==> src/rtl/instr_fetch_pkg.sv <==
// Shared widths, reset/NOP values and HLT opcode decoding for the instruction-fetch stage.
package instr_fetch_pkg;

  localparam int ADDR_W  = 16;
  localparam int INSTR_W = 16;

  localparam logic [ADDR_W-1:0]  RESET_PC  = 16'h0000;
  localparam logic [INSTR_W-1:0] NOP_INSTR = 16'h0000;

  localparam int         OPC_LSB    = 12;
  localparam int         OPC_W      = 4;
  localparam logic [3:0] HLT_OPCODE = 4'hF;

  typedef enum logic {
    FETCH_RUN  = 1'b0,
    FETCH_HALT = 1'b1
  } fetch_state_e;

  function automatic logic is_hlt(input logic [INSTR_W-1:0] word);
    return word[OPC_LSB +: OPC_W] == HLT_OPCODE;
  endfunction

endpackage

==> src/rtl/instr_fetch_if.sv <==
// Fetch-stage bus: pipeline control in, IM read port, and the decode-facing instruction/PC outputs.
interface instr_fetch_if;
  import instr_fetch_pkg::*;

  logic              stall;
  logic              redirect;
  logic [ADDR_W-1:0] redirect_pc;

  logic [ADDR_W-1:0]  im_addr;
  logic               im_rd_en;
  logic [INSTR_W-1:0] im_instr;

  logic [INSTR_W-1:0] instr;
  logic               instr_vld;
  logic [ADDR_W-1:0]  pc_out;
  logic [ADDR_W-1:0]  pc_plus1;
  logic               halted;

  modport master (
    input  stall, redirect, redirect_pc, im_instr,
    output im_addr, im_rd_en, instr, instr_vld, pc_out, pc_plus1, halted
  );

  modport slave (
    output stall, redirect, redirect_pc, im_instr,
    input  im_addr, im_rd_en, instr, instr_vld, pc_out, pc_plus1, halted
  );

endinterface

==> src/rtl/instr_fetch_pc_gen.sv <==
// Program counter: synchronous reset, redirect load, and a wrapping +1 advance.
module instr_fetch_pc_gen
  import instr_fetch_pkg::*;
(
  input  logic              clk,
  input  logic              rst,
  input  logic              load,
  input  logic              advance,
  input  logic [ADDR_W-1:0] load_pc,
  output logic [ADDR_W-1:0] pc
);

  // A redirect target always beats the increment, even when the stage is otherwise holding.
  always_ff @(posedge clk) begin
    if (rst) begin
      pc <= RESET_PC;
    end else if (load) begin
      pc <= load_pc;
    end else if (advance) begin
      pc <= pc + ADDR_W'(1);
    end
  end

endmodule

==> src/rtl/instr_fetch.sv <==
// Instruction-fetch stage: issues pc to the IM and pairs each registered IM result with its address.
// Optional halt-on-HLT behaviour is compiled in when IF_HALT_EN is defined.
module instr_fetch
  import instr_fetch_pkg::*;
(
  input  logic            clk,
  input  logic            rst,
  instr_fetch_if.master   bus
);

  logic [ADDR_W-1:0] pc;
  logic [ADDR_W-1:0] f_pc;
  logic              f_vld;
  logic              halted;
  logic              hlt_take;
  logic              redirect_take;
  logic              advance;

`ifdef IF_HALT_EN
  fetch_state_e state_q;
  fetch_state_e state_d;

  assign hlt_take = f_vld & ~bus.stall & ~bus.redirect & is_hlt(bus.im_instr);
  assign halted   = (state_q == FETCH_HALT);

  always_ff @(posedge clk) begin
    if (rst) begin
      state_q <= FETCH_RUN;
    end else begin
      state_q <= state_d;
    end
  end

  // Halt is sticky: only reset leaves FETCH_HALT.
  always_comb begin
    state_d = state_q;
    case (state_q)
      FETCH_RUN:  if (hlt_take) state_d = FETCH_HALT;
      FETCH_HALT: state_d = FETCH_HALT;
      default:    state_d = FETCH_RUN;
    endcase
  end
`else
  assign hlt_take = 1'b0;
  assign halted   = 1'b0;
`endif

  assign redirect_take = bus.redirect & ~halted;
  assign advance       = ~bus.stall & ~halted & ~hlt_take;

  instr_fetch_pc_gen u_pc_gen (
    .clk     (clk),
    .rst     (rst),
    .load    (redirect_take),
    .advance (advance),
    .load_pc (bus.redirect_pc),
    .pc      (pc)
  );

  // f_pc is left alone when a fetch is killed; it only matters while f_vld is set.
  always_ff @(posedge clk) begin
    if (rst) begin
      f_vld <= 1'b0;
      f_pc  <= RESET_PC;
    end else if (redirect_take || halted || hlt_take) begin
      f_vld <= 1'b0;
    end else if (!bus.stall) begin
      f_vld <= 1'b1;
      f_pc  <= pc;
    end
  end

  assign bus.im_addr   = pc;
  assign bus.im_rd_en  = ~rst & ~bus.stall & ~halted;
  assign bus.instr     = f_vld ? bus.im_instr : NOP_INSTR;
  assign bus.instr_vld = f_vld;
  assign bus.pc_out    = f_pc;
  assign bus.pc_plus1  = f_pc + ADDR_W'(1);
  assign bus.halted    = halted;

endmodule
==> src/flat_wrapper.sv <==
// flat-port wrapper written by rule: the top's interface ports become plain ports
module instr_fetch_flat import instr_fetch_pkg::*;
  (clk, rst, bus_stall, bus_redirect, bus_redirect_pc, bus_im_instr, bus_im_addr, bus_im_rd_en, bus_instr, bus_instr_vld, bus_pc_out, bus_pc_plus1, bus_halted);
  instr_fetch_if bus_i ();
  input  logic clk;
  input  logic rst;
  input wire logic [$bits(bus_i.stall)-1:0] bus_stall;
  input wire logic [$bits(bus_i.redirect)-1:0] bus_redirect;
  input wire logic [$bits(bus_i.redirect_pc)-1:0] bus_redirect_pc;
  input wire logic [$bits(bus_i.im_instr)-1:0] bus_im_instr;
  output wire logic [$bits(bus_i.im_addr)-1:0] bus_im_addr;
  output wire logic [$bits(bus_i.im_rd_en)-1:0] bus_im_rd_en;
  output wire logic [$bits(bus_i.instr)-1:0] bus_instr;
  output wire logic [$bits(bus_i.instr_vld)-1:0] bus_instr_vld;
  output wire logic [$bits(bus_i.pc_out)-1:0] bus_pc_out;
  output wire logic [$bits(bus_i.pc_plus1)-1:0] bus_pc_plus1;
  output wire logic [$bits(bus_i.halted)-1:0] bus_halted;
  assign bus_i.stall = bus_stall;
  assign bus_i.redirect = bus_redirect;
  assign bus_i.redirect_pc = bus_redirect_pc;
  assign bus_i.im_instr = bus_im_instr;
  assign bus_im_addr = bus_i.im_addr;
  assign bus_im_rd_en = bus_i.im_rd_en;
  assign bus_instr = bus_i.instr;
  assign bus_instr_vld = bus_i.instr_vld;
  assign bus_pc_out = bus_i.pc_out;
  assign bus_pc_plus1 = bus_i.pc_plus1;
  assign bus_halted = bus_i.halted;
  instr_fetch u_core (.clk(clk), .rst(rst), .bus(bus_i));
endmodule
==> config.mk <==
export PLATFORM = sky130hd
export DESIGN_NAME = instr_fetch_flat
export DESIGN_NICKNAME = d
export VERILOG_FILES = /design/src/rtl/instr_fetch_pkg.sv /design/src/rtl/instr_fetch_if.sv /design/src/rtl/instr_fetch_pc_gen.sv /design/src/rtl/instr_fetch.sv /design/src/flat_wrapper.sv
export SDC_FILE = /design/constraint.sdc
export NUM_CORES = 1
export LEC_CHECK = 0
export CAP_MARGIN = 10
export CORE_AREA = 2 2 73 75
export DETAILED_ROUTE_END_ITERATION = 8
export DIE_AREA = 0 0 75 77
export PLACE_DENSITY = 0.84
export SLEW_MARGIN = 40
export SYNTH_ARGS = -nofsm -noshare
export SYNTH_HDL_FRONTEND = slang
export SYNTH_SLANG_ARGS = --single-unit
==> constraint.sdc <==
create_clock -name clk -period 2.4 [get_ports clk]
set_input_delay 0.36 -clock clk [delete_from_list [all_inputs] [get_ports clk]]
set_output_delay 0.36 -clock clk [all_outputs]
set_load 0.01 [all_outputs]
==> metrics.md <==
| Metric | Value |
|---|---|
| Status | `complete, no violations` |
| Gr ovfl total | `0` |
| Initial Utilization | `0.3670` |
| EDFF count, synth | `0` |
| Syn nets | `around 270` |
| Post-layout util | `0.6101` |
| CP max stage delay | `0.55 ns` |
| Largest vdd supply drop | `~0.3 mV` |
| Ant. Diodes | `0` |
| Fin. max-slew vios | `0` |
| WL final | `5496 um` |
| Total area of sequential cells | `~670 um^2` |
| H-tree level count | `2` |
| Sequential share of the synthesized area | `0.3616` |
| Post-CTS Setup Bufs | `0` |
| Clk sinks | `33` |
| Unique masters post-synth | `40` |
| 1st-pass router iterations | `4` |
| Static Leakage | `about 1.1 nW` |
| Startpoint Class | `flip-flop` |
| CTS clk-pin slew, worst paths | `0.06 ns` |
| FP Rows | `26` |
| Buffers on Ports | `101` |
| Synth Cell Area | `between 1500 and 2000 um^2` |
| Vias in the first global route | `1837` |
| Maximum root-to-sink buffer count | `2` |
| CP Data Arrival Time | `about 1.9 ns` |
| Final Setup Violations | `0` |
| Final WS setup | `about 0.10 ns` |
| Fillers | `459` |
| Tcrit/Tclk final | `0.9569` |
| Worst Path Buf+Inv | `1` |
| Post-CTS Hold Buffers | `0` |
| Slowest-stage cell, CP | `clkdlybuf4s50_1` |
| Post-DR wirelength/cell | `13.54 um` |
| Share of the synthesized area in the top cell type | `0.3616` |
| Yosys reg bits | `33` |
| CTS tree | `done` |
| Total GRT Usage | `0.1921` |
| Initial antenna violation count | `0` |
| Post-CTS sizing | `6` |
| Top Family by Delay on Critical Path | `buffers and inverters` |
| Num CTS Buffers | `5` |
| Core box area | `around 5000 um^2` |
| Asr flop ratio synth | `0` |
| Syn. warnings | `0` |
| Hold Path Class | `flip-flop to flip-flop` |
| Critical path class | `flip-flop to primary output` |
| Crit-path max FO | `6` |
| Worst path cell trace | `ha_1 > and3_4 > nand4_1 > xnor2_1 > clkdlybuf4s50_1` |
| DRT antenna net count | `0` |
| RePlAce Congestion | `0.8392` |
| Area Overhead vs Synth | `66.23%` |
| Final nets | `~370` |
| Most instantiated cells after synthesis | `42 x nand2_1, 33 x dfxtp_1, 20 x a21oi_1, 19 x xnor2_1` |
| Placed Cells | `398` |
| Vias | `slightly below 2000` |
| Worst hold slack | `just under 0.5 ns` |
| Count leader, synth | `nand2_1` |
| Synth area leaders | `dfxtp_1 36%, xnor2_1 9.1%, nand2_1 8.6%` |
| Dpl hpwl | `4112 um` |
| Clock Latency Late Sink | `0.29 ns` |
| Post-route DRC violation count | `0` |
| Io pins | `a little over 100` |
| CTS root buf | `clkbuf_8` |
| Max Cap Viol | `0` |
| Die area | `5775 um^2` |
| Min Tclk post-route | `2.296 ns` |
| Largest net degree at the start of global routing | `34` |
| First-pass GRT wire length | `approximately 8700 um` |
| Final count of hold timing violations | `0` |
| CP Capture Type | `primary output` |
| Fmax | `0.4355 GHz` |
| Mapped Cells | `234` |
| Multi-input gate area | `1095 um^2` |
| Synth Flop Type | `dfxtp_1` |
| Final Skew | `around 0.0067 ns` |
| Layout Cells excl Fill | `406` |
| Share of layout cells above drive strength 1 | `0.09226` |
| Mean Syn Cell Area | `between 7 and 8 um^2` |
| Worst path required time | `roughly 2.0 ns` |
| Drt first-iter violations | `93` |
| Pwr dens | `between 400 and 500 nW/um^2` |
| Place WS | `0.2672 ns` |
| Area leader, netlist | `dfxtp_1` |
| Die extent in x | `75 um` |
| Pwr Total | `~1.3 mW` |
| Chip Height | `just under 80 um` |
| DR vias/cell | `4.889` |
==> cell type report <==
class | count | share of cell area
clock buffer | 8 | 0.02637
inverter | 4 | 0.004944
timing repair buffer | 110 | 0.3585
tap | 70 | 0.02884
sequential | 33 | 0.2208
multi-input combinational | 181 | 0.3605
==> where the power goes <==
group,leakage (nW),switching (mW),internal [mW]
combinational,0.797,0.105,0.169
sequential,0.275,0.0490,0.577
clock,0.0395,0.194,0.206
==> flip-flops by register name (all words and copies together) (netlist names) <==
register and flops:
u_core.bus.pc_out 16, u_core.u_pc_gen.pc 16, u_core.bus.instr_vld 1
==> placed cells by master, fill, tap and decap left out, types with 4 or more instances in the layout <==
| cell type | instances |
|---|---|
| dfxtp_1 | 25 |
| clkdlybuf4s50_1 | 97 |
| nand3_1 | 7 |
| dlymetal6s2s_1 | 4 |
| a21oi_1 | 20 |
| clkbuf_8 | 5 |
| nand2_1 | 42 |
| xor2_1 | 5 |
| xnor2_1 | 19 |
| nor2_1 | 16 |
| a211oi_1 | 10 |
| and2_1 | 16 |
| nand4_1 | 6 |
| dfxtp_2 | 8 |
| buf_4 | 9 |
==> metal layers <==
metal	global-route usage	part of all wire	vias up
met4	0.07500	0.017	0
met3	0.03811	0.054	8
met1	0.2363	0.42	901
li1	-	-	1005
met5	0	0	-
met2	0.3211	0.51	71
==> final timing paths <==
check	depth (start not counted)	startpoint	to	slack, ns
worst min-delay path	2	u_core.bus.pc_out[4]	u_core.bus.pc_out[4]	0.49
worst max register to register	4	u_core.u_pc_gen.pc[2]	u_core.u_pc_gen.pc[15]	0.38
worst min register to register	2	u_core.bus.pc_out[4]	u_core.bus.pc_out[4]	0.49
worst max-delay path	5	u_core.bus.pc_out[1]	bus_pc_plus1[12]	0.10
==> logic make-up (layout without fill, tap and decap cells) <==
logic type	Yosys count	count (layout)	synth area share
AO/OA/AOI/OAI	40	40	0.1343
XOR/XNOR	24	24	0.1151
adder cells (fa/ha/maj)	2	2	0.01370
buffers and inverters	20	122	0.04383
flip-flops	33	33	0.3616
multiplexers	1	1	0.005480
other	1	1	0.002053
AND/OR/NAND/NOR	113	113	0.3240
==> tightest hold or removal path: cells and delay by family (launching register included) <==
kind | cells | cell delay, ns
AO/OA/AOI/OAI | 1 | 0.06
flip-flops | 1 | 0.34
AND/OR/NAND/NOR | 1 | 0.05
==> metrics by stage <==
stage / cell area, um^2 / setup TNS [ns]
global placement: 2928 / 0
finish: 3037 / 0
floorplan: 1827 / 0
detailed placement: 2928 / 0
CTS: 3015 / 0
global route: 3037 / -0.006620
Power figures use the tool's default switching activity.
